**src/rtl/fp_addsub_pkg.sv**
```systemverilog
// Shared constants and FSM state type for the FP adder/subtractor normaliser.
package fp_addsub_pkg;

    localparam int MAN_W   = 23;
    localparam int EXP_W   = 9;
    localparam int EXP_MAX = 255;

    // Field positions inside the raw significand sum {C,H,F,G,St}
    localparam int C_BIT  = 26;
    localparam int H_BIT  = 25;
    localparam int G_BIT  = 1;
    localparam int ST_BIT = 0;

    typedef enum logic [1:0] {
        IDLE  = 2'd0,
        SHIFT = 2'd1,
        DONE  = 2'd2
    } state_t;

endpackage

```
**src/rtl/fp_norm_lzc.sv**
```systemverilog
// 26-bit leading-zero counter for the single-cycle normalise path.
// Only compiled when FP_NORM_LZC_EN is defined; the iterative build carries no LZC.
`ifdef FP_NORM_LZC_EN
module fp_norm_lzc (
    input  logic [25:0] din,
    output logic [4:0]  cnt
);

    // Ascending scan so the most significant set bit is the last to write cnt
    always_comb begin
        cnt = 5'd26;
        for (int i = 0; i < 26; i++) begin
            if (din[i]) cnt = 5'(25 - i);
        end
    end

endmodule
`endif

```
**src/rtl/fp_addsub_norm_seq.sv**
```systemverilog
// Sequential post-add normaliser: raw significand sum + exponent in, NormE/NormM/R/S out.
// FP_NORM_LZC_EN selects a single-cycle LZC-driven left shift instead of 1 bit/cycle.
module fp_addsub_norm_seq #(
    parameter int MAN_W   = fp_addsub_pkg::MAN_W,
    parameter int EXP_W   = fp_addsub_pkg::EXP_W,
    parameter int EXP_MAX = fp_addsub_pkg::EXP_MAX
) (
    input  logic             clk,
    input  logic             rst_n,
    input  logic             in_valid,
    output logic             in_ready,
    input  logic             in_sgn,
    input  logic [1:0]       in_rmode,
    input  logic [EXP_W-1:0] in_exp,
    input  logic [MAN_W+3:0] in_sum,
    output logic             out_valid,
    input  logic             out_ready,
    output logic             out_sgn,
    output logic [1:0]       out_rmode,
    output logic [EXP_W-1:0] out_e,
    output logic [MAN_W-1:0] out_m,
    output logic             out_r,
    output logic             out_s,
    output logic             out_zero,
    output logic             out_ovf
);

    import fp_addsub_pkg::*;

    localparam int SUM_W = MAN_W + 4;

    state_t             state, next_state;
    logic [SUM_W-1:0]   mr, mr_next;
    logic [EXP_W-1:0]   er, er_next;
    logic               zero, zero_next;
    logic               sgn, sgn_next;
    logic [1:0]         rmode, rmode_next;

`ifdef FP_NORM_LZC_EN
    logic [4:0]         lzc_cnt;
    logic [EXP_W-1:0]   lzc_ext, er_m1, shamt;
    logic [SUM_W-1:0]   mr_shl;

    fp_norm_lzc u_lzc (
        .din (mr[SUM_W-2:0]),
        .cnt (lzc_cnt)
    );

    // Never shift further than the exponent allows; the remainder becomes subnormal
    always_comb begin
        lzc_ext = {{(EXP_W-5){1'b0}}, lzc_cnt};
        er_m1   = er - EXP_W'(1);
        shamt   = (lzc_ext < er_m1) ? lzc_ext : er_m1;
        mr_shl  = mr << shamt;
    end
`endif

    always_ff @(posedge clk or negedge rst_n) begin
        if (!rst_n) begin
            state <= IDLE;
            mr    <= '0;
            er    <= '0;
            zero  <= 1'b0;
            sgn   <= 1'b0;
            rmode <= 2'b00;
        end else begin
            state <= next_state;
            mr    <= mr_next;
            er    <= er_next;
            zero  <= zero_next;
            sgn   <= sgn_next;
            rmode <= rmode_next;
        end
    end

    always_comb begin
        next_state = state;
        mr_next    = mr;
        er_next    = er;
        zero_next  = zero;
        sgn_next   = sgn;
        rmode_next = rmode;
        case (state)
            IDLE: begin
                if (in_valid) begin
                    mr_next    = in_sum;
                    // A zero exponent (subnormal operand) has an effective exponent of 1
                    er_next    = (in_exp == '0) ? EXP_W'(1) : in_exp;
                    zero_next  = 1'b0;
                    sgn_next   = in_sgn;
                    rmode_next = in_rmode;
                    next_state = SHIFT;
                end
            end
            SHIFT: begin
                if (mr == '0) begin
                    er_next    = '0;
                    zero_next  = 1'b1;
                    next_state = DONE;
                end else if (mr[C_BIT]) begin
                    // Carry out: right shift one, folding the dropped bit into sticky
                    mr_next    = {1'b0, mr[SUM_W-1:2], mr[G_BIT] | mr[ST_BIT]};
                    er_next    = er + EXP_W'(1);
                    next_state = DONE;
`ifdef FP_NORM_LZC_EN
                end else begin
                    mr_next    = mr_shl;
                    er_next    = mr_shl[H_BIT] ? (er - shamt) : '0;
                    next_state = DONE;
                end
`else
                end else if (mr[H_BIT] || (er <= EXP_W'(1))) begin
                    if (!mr[H_BIT]) er_next = '0;
                    next_state = DONE;
                end else begin
                    mr_next = {mr[SUM_W-2:0], 1'b0};
                    er_next = er - EXP_W'(1);
                end
`endif
            end
            DONE: begin
                if (out_ready) next_state = IDLE;
            end
            default: next_state = IDLE;
        endcase
    end

    assign in_ready  = (state == IDLE);
    assign out_valid = (state == DONE);
    assign out_sgn   = sgn;
    assign out_rmode = rmode;
    assign out_e     = er;
    assign out_m     = mr[SUM_W-3:2];
    assign out_r     = mr[G_BIT];
    assign out_s     = mr[ST_BIT];
    assign out_zero  = zero;
    assign out_ovf   = (er >= EXP_W'(EXP_MAX));

endmodule
```
**config.mk**
```make
export PLATFORM = sky130hd
export DESIGN_NAME = fp_addsub_norm_seq
export DESIGN_NICKNAME = d
export VERILOG_FILES = /design/src/rtl/fp_addsub_pkg.sv /design/src/rtl/fp_norm_lzc.sv /design/src/rtl/fp_addsub_norm_seq.sv
export SDC_FILE = /design/constraint.sdc
export NUM_CORES = 1
export LEC_CHECK = 0
export ABC_AREA = 0
export CELL_PAD_IN_SITES_DETAIL_PLACEMENT = 1
export CELL_PAD_IN_SITES_GLOBAL_PLACEMENT = 1
export CORE_UTILIZATION = 36
export DETAILED_ROUTE_END_ITERATION = 8
export PLACE_DENSITY = 0.77
export SLEW_MARGIN = 40
export SYNTH_ARGS = -nofsm -noshare
export SYNTH_HDL_FRONTEND = slang
export SYNTH_SLANG_ARGS = --single-unit
```
**constraint.sdc**
```tcl
create_clock -name clk -period 3.2 [get_ports clk]
set_input_delay 0.32 -clock clk [delete_from_list [all_inputs] [get_ports clk]]
set_output_delay 0.32 -clock clk [all_outputs]
set_load 0.02 [all_outputs]
```
==> flow_summary_export.csv, run 1 <==
group,metric,value,unit
run_status,status,"completed",
critical_path,start_kind,"flip-flop",
logic_synthesis,synth_fa_ha_area_share,1.75,%
detailed_routing,num_vias,2655,
logic_synthesis,synth_nets,344,
detailed_routing,dr.pass1.iters,4,
die,die_area,8290,um^2
logic_synthesis,syn_inst,297,
power,power-per-cell-area,1090,nW/um^2
cells_and_area,drive_gt1_share,12.1,%
cells_and_area,area_growth,29.7,%
run,cap_viol_max_count,0,
global_routing,grt_pass1_vias,2732,
placed_design,hpwlAfterDp,6.15,mm
cells_and_area,nNetsFinal,401,
critical_path,required,3.38,ns
timing,setup_viol,0,
power,vdd_drop_max,0.439,mV
timing,fin_skew,0.00328,ns
die,die_h,91.0,um
clock_network,post_cts_buffers,0,
timing,fmax,347,MHz
timing,setup_tns,0,ns
logic_synthesis,synthMuxAreaShare,9.86,%
timing,timing.final.crit_period,2.88,ns
logic_synthesis,synth_edf_count,0,
clock_network,cts_buffer_depth,2,
global_routing,antenna_found_initial,0,
placed_design,io_buffers,83,
logic_synthesis,ys_warn_count,0,
global_routing,use_met3,2.60,%
timing,slew_headroom,52.9,%
critical_path,worst-path-buf-inv,1,
timing,grt_setup_unrepaired,"false",
clock_network,cts_resized,0,
global_routing,gr-max-usage-layer,"met2",
critical_path,critPathMaxStageDelay,0.62,ns
detailed_routing,drc,0,
detailed_routing,wl_per_cell,19.2,um
power,leakage,1.56,nW
cells_and_area,n_antenna_cell,0,
die,floorplan.initialDensity,37.1,%
detailed_routing,drtIter0Drc,160,
die,dieWidth,91.0,um
global_routing,track_usage,21.8,%
detailed_routing,ant_nets,0,
global_routing,grt.met2_usage,37.6,%
logic_synthesis,synth_top_family_by_area,"compound AO/OA/AOI/OAI gates",
critical_path,crit_slowest_cell,"or4_4",
critical_path,path_max_fanout,25,
critical_path,path_delay_family,"simple AND/OR/NAND/NOR gates",
cells_and_area,final_area,3700,um^2
die,coreArea,7690,um^2
timing,fin_ws,0.322,ns
timing,finalMaxSlewViolations,0,
global_routing,grt_pass1_wl,14.5,mm
clock_network,clkLatencyLatePin,0.30,ns
clock_network,clock-root-buffer,"clkbuf_8",
placed_design,gp_congestion,0.789,
logic_synthesis,yosys.area_share.simple,18.8,%
die,fp-row-count,32,
die,boundaryPins,84,
critical_path,worstPathArrival,3.06,ns
critical_path,path_cells,"or4_4 > o41a_1 > or2_1 > o22ai_4 > buf_12 > mux2_1",
logic_synthesis,ys.flop_type,"dfrtp_1",
logic_synthesis,postSynthAreaPerCell,9.61,um^2
timing,fin_crit_sh,89.9,%
timing,hold_viol,0,
detailed_routing,wirelength,8.75,mm
clock_network,clk_pin_slew,0.08,ns
clock_network,htree_levels,2,
logic_synthesis,ys_async_sr_fraction,100,%
critical_path,startpoint,"out_e[3]$_DFFE_PN0P_",
logic_synthesis,synth_compound_area_share,21.5,%
power,total_power,4.05,mW
critical_path,critical_path_class,"reg2reg",
detailed_routing,avgViaCountPerCell,5.82,
timing,hold_ws,0.000149,ns
logic_synthesis,synth-seq-cells,42,
global_routing,grt_max_degree,43,
hold_path,min_path_type,"in2async",
clock_network,cts_tree,"done",
global_routing,use_met1,29.3,%
cells_and_area,num-fill-cells,895,
clock_network,hold_buffers,0,
clock_network,numCtsBuffers,5,
logic_synthesis,seq_area_frac_synth,36.8,%
logic_synthesis,synth_cell_types,52,
placed_design,dp_worst_setup_slack,0.339,ns
global_routing,overflow,0,
logic_synthesis,synth-xor-area-share,0.614,%
critical_path,r2r-start,"out_e[3]$_DFFE_PN0P_",
timing,tightest_slew,0.699,ns
logic_synthesis,syn-cell-area,2850,um^2
critical_path,end_kind,"flip-flop",
placed_design,placed_area,3620,um^2
clock_network,clkSinkCount,42,
[synth_stat cells (2+ instances only)]
| library cell | count | share of area, % |
|---|---|---|
| mux2_2 | 17 | 6.7 |
| or2_2 | 2 | 0.44 |
| ha_1 | 4 | 1.8 |
| clkbuf_1 | 16 | 2.1 |
| and3_1 | 27 | 5.9 |
| nand3_1 | 5 | 0.88 |
| a32oi_1 | 3 | 0.92 |
| mux2_1 | 8 | 3.2 |
| a221o_1 | 23 | 8.1 |
| nor2b_1 | 2 | 0.44 |
| o22ai_1 | 3 | 0.66 |
| nor4_1 | 8 | 1.8 |
| nor3_1 | 4 | 0.70 |
| buf_4 | 23 | 6.1 |
| a21oi_1 | 9 | 1.6 |
| nand4_1 | 3 | 0.66 |
| o41a_1 | 2 | 0.79 |
| nand2b_1 | 2 | 0.44 |
| o211ai_1 | 3 | 0.79 |
| o31ai_1 | 2 | 0.53 |
| a31oi_1 | 4 | 0.88 |
| or3_1 | 3 | 0.66 |
| nand3b_1 | 2 | 0.53 |
| o41ai_1 | 2 | 0.61 |
| dfrtp_1 | 42 | 37 |
| nor2_1 | 15 | 2.0 |
| o21ai_0 | 9 | 1.6 |
| inv_1 | 7 | 0.92 |
| buf_6 | 4 | 1.6 |
| nand2_1 | 21 | 2.8 |
[logic make-up after synthesis]
group,Yosys count
adders and majority gates,4
muxes,25
and+or+nand+nor,100
DFF,42
AOI/OAI and AO/OA,74
buffers and inverters,50
xor gates and xnor gates,2
[worst paths after layout]
| check | slack (ns) | cells after the start | endpoint |
|---|---|---|---|
| max | 0.32 | 6 | mr[1]$_DFFE_PN0P_ |
| max reg2reg | 0.32 | 6 | mr[1]$_DFFE_PN0P_ |
| min | 0.0001 | 1 | mr[11]$_DFFE_PN0P_ |
| max in group asynchronous | 2.81 | 1 | out_e[5]$_DFFE_PN0P_ |
| min reg2reg | 0.49 | 2 | out_rmode[0]$_DFFE_PN0P_ |
| min in group clk | 0.49 | 2 | out_rmode[0]$_DFFE_PN0P_ |
[where the power goes]
part,total (mW),switching (mW),internal (mW)
Combinational,2.52,1.32,1.21
Clock,0.336,0.189,0.147
Sequential,1.19,0.391,0.799
Total,4.05,1.90,2.15
[stage by stage]
| stage | util, % | std cells |
|---|---|---|
| 6_report | 48.1 | 456 |
| 3_3_place_gp | 47.1 | 449 |
| 3_5_place_dp | 47.1 | 449 |
| 4_1_cts | 48.1 | 456 |
| 5_1_grt | 48.1 | 456 |
| 2_1_floorplan | - | 297 |
[layer usage]
layer | routed length [um] | up-vias | part of all wire (%)
li1 | - | 1224 | -
met1 | 3980 | 1356 | 45
met2 | 4410 | 62 | 50
met3 | 254 | 13 | 2.9
met4 | 109 | 0 | 1.2
met5 | 0 | - | 0
[layout by cell type (no fill, tap or decap), types with 8 or more instances in the layout]
master | synthesis | routed
clkdlybuf4s50_1 | 0 | 82
dfrtp_1 | 42 | 42
and3_1 | 27 | 27
a221o_1 | 23 | 23
nand2_1 | 21 | 21
mux2_2 | 17 | 17
nor2_1 | 15 | 15
buf_4 | 23 | 10
o21ai_0 | 9 | 9
a21oi_1 | 9 | 9
nor4_1 | 8 | 8
mux2_1 | 8 | 8
[final cells by class]
cell class | instances | area [um^2] | share of cell area (%)
Clock inverter | 2 | 10.0 | 0.270
Timing Repair Buffer | 93 | 916 | 24.7
Inverter | 7 | 26.3 | 0.710
Sequential cell | 42 | 1050 | 28.4
Multi-Input combinational cell | 205 | 1500 | 40.6
Tap cell | 102 | 128 | 3.45
Clock buffer | 5 | 68.8 | 1.86
[flip-flops by register name, indices dropped and copies added, names as in the netlist]
register   count
out_rmode      2
state          2
out_sgn        1
out_zero       1
out_e          9
mr            27
[worst reg2reg max path, delay by kind of cell (launching register included)]
kind                   cells  cell delay, ns
AND/OR/NAND/NOR            2            1.01
AO/OA/AOI/OAI              2            0.69
flip-flops                 1            0.49
multiplexers               1            0.36
buffers and inverters      1            0.22
(Power assumes the default switching activity.)
==> run 2, diff against run 1 <==
Settings changed: CAP_MARGIN from default to 20.
==> results of run 2 <==
No change in the layout: final DEF, timing and power equal those of run 1.
==> run 3, diff against run 2 <==
Settings changed: CORE_MARGIN from default to 4.
==> run 3 against run 2 <==
- sequential cell count is the same
- worst setup slack better by 0.038 ns
- critical path type unchanged
- clock power grew 34%
- the flow now finishes with violations (negative hold slack)
- maximum frequency rose by 1.3%
- core utilization up 0.058 points
- highest routed layer unchanged
- sequential power about the same
- global-route usage down 4.3 points
- critical path depth is the same
- critical endpoint is now mr[23]$_DFFE_PN0P_
==> flow_summary_export.csv, run 3 (same netlist as run 1, synthesis figures left out) <==
group,metric,value,unit
run_status,status,"finished, violations left",
run_status,violations,"negative hold slack",
placed_design,dp_worst_setup_slack,0.373,ns
timing,hold_ws,-0.0160,ns
placed_design,gp_congestion,0.852,
cells_and_area,n_antenna_cell,0,
clock_network,clkLatencyLatePin,0.30,ns
detailed_routing,dr.pass1.iters,4,
global_routing,track_usage,17.5,%
critical_path,critical_path_class,"reg2reg",
power,power-per-cell-area,1100,nW/um^2
timing,finalMaxSlewViolations,0,
detailed_routing,wirelength,8.47,mm
cells_and_area,layout_common_cells,"clkdlybuf4s50_1, dfrtp_1, and3_1",
detailed_routing,avgViaCountPerCell,5.79,
timing,fmax,352,MHz
die,fp-row-count,32,
cells_and_area,drive_gt1_share,11.9,%
timing,slew_headroom,51.0,%
power,leakage,1.56,nW
critical_path,worstPathArrival,3.03,ns
critical_path,end_kind,"flip-flop",
global_routing,antenna_found_initial,0,
clock_network,clkSinkCount,42,
run,cap_viol_max_count,0,
detailed_routing,ant_nets,0,
global_routing,grt_max_degree,43,
timing,setup_viol,0,
die,dieWidth,97.0,um
global_routing,grt_pass1_vias,2593,
global_routing,grt_pass1_wl,13.9,mm
detailed_routing,drc,0,
critical_path,required,3.39,ns
timing,fin_crit_sh,88.8,%
clock_network,cts_tree,"done",
cells_and_area,final_common_cell,"clkdlybuf4s50_1",
clock_network,numCtsBuffers,5,
cells_and_area,area_growth,30.5,%
timing,tightest_slew,0.727,ns
critical_path,path_max_fanout,25,
timing,grt_setup_unrepaired,"false",
timing,fin_ws,0.360,ns
clock_network,hold_buffers,0,
global_routing,overflow,0,
die,boundaryPins,84,
die,floorplan.initialDensity,36.9,%
cells_and_area,largest_reg_flops,27,
clock_network,clock-root-buffer,"clkbuf_8",
die,coreArea,7730,um^2
cells_and_area,regMostFlops,"mr",
detailed_routing,num_vias,2635,
placed_design,hpwlAfterDp,5.93,mm
die,die_area,9420,um^2
cells_and_area,nNetsFinal,399,
clock_network,cts_buffer_depth,2,
cells_and_area,num-fill-cells,868,
clock_network,clk_pin_slew,0.10,ns
timing,hold_viol,14,
hold_path,min_path_type,"in2async",
power,vdd_drop_max,0.508,mV
detailed_routing,drtIter0Drc,108,
critical_path,start_kind,"flip-flop",
timing,fin_skew,0.0111,ns
clock_network,htree_levels,2,
timing,timing.final.crit_period,2.84,ns
clock_network,post_cts_buffers,0,
detailed_routing,wl_per_cell,18.6,um
clock_network,cts_resized,0,
timing,setup_tns,0,ns
power,total_power,4.11,mW
die,die_h,97.0,um
placed_design,io_buffers,83,
==> run 3: layer usage <==
metal / wire length [um] / vias up / global-route usage, % / part of all wire (%)
met2: 4180 / 76 / 28.8 / 49
li1: - / 1217 / - / -
met1: 3800 / 1333 / 24.2 / 45
met4: 109 / 0 / 3.78 / 1.3
met3: 376 / 9 / 3.17 / 4.4
met5: 0 / - / 0 / 0
==> run 3: stage by stage <==
| step | utilization [%] | instances | instance area [um^2] |
|---|---|---|---|
| 2_1_floorplan | - | 297 | 2850 |
| 3_3_place_gp | 46.6 | 447 | 3600 |
| 3_5_place_dp | 46.7 | 447 | 3610 |
| 4_1_cts | 48.2 | 455 | 3720 |
| 5_1_grt | 48.2 | 455 | 3720 |
| 6_report | 48.2 | 455 | 3720 |
==> run 3: area by class of cell <==
class	count	area [um^2]	share of cell area, %
Clock buffer	5	68.8	1.85
Clock inverter	3	48.8	1.31
Inverter	7	26.3	0.705
Multi-Input combinational cell	205	1500	40.3
Sequential cell	42	1050	28.2
Tap cell	102	128	3.43
Timing Repair Buffer	91	901	24.2
==> run 3: power by group <==
part           switching [mW]  leakage, nW  internal, mW
clock network           0.213       0.0563         0.238
logic                    1.28        0.993          1.19
registers               0.389        0.512         0.799
total                    1.89         1.56          2.22
==> run 3: final timing paths <==
kind                                          start                       end  slack (ns)  cells past startpoint
hold reg to reg            out_rmode[1]$_DFFE_PN0P_  out_rmode[1]$_DFFE_PN0P_        0.49                      2
min in group clk           out_rmode[1]$_DFFE_PN0P_  out_rmode[1]$_DFFE_PN0P_        0.49                      2
setup / recovery               out_e[3]$_DFFE_PN0P_        mr[23]$_DFFE_PN0P_        0.36                      6
hold / removal                                rst_n        mr[12]$_DFFE_PN0P_       -0.02                      1
max in group asynchronous                     rst_n        mr[17]$_DFFE_PN0P_        2.80                      1
setup reg to reg               out_e[3]$_DFFE_PN0P_        mr[23]$_DFFE_PN0P_        0.36                      6
==> run 3: worst max-delay path: stages (launching register included) <==
cell     delay, ns
dfrtp_1       0.49
or4_4         0.61
o41a_1        0.46
or2_1         0.39
o22ai_4       0.21
buf_12        0.21
mux2_2        0.35
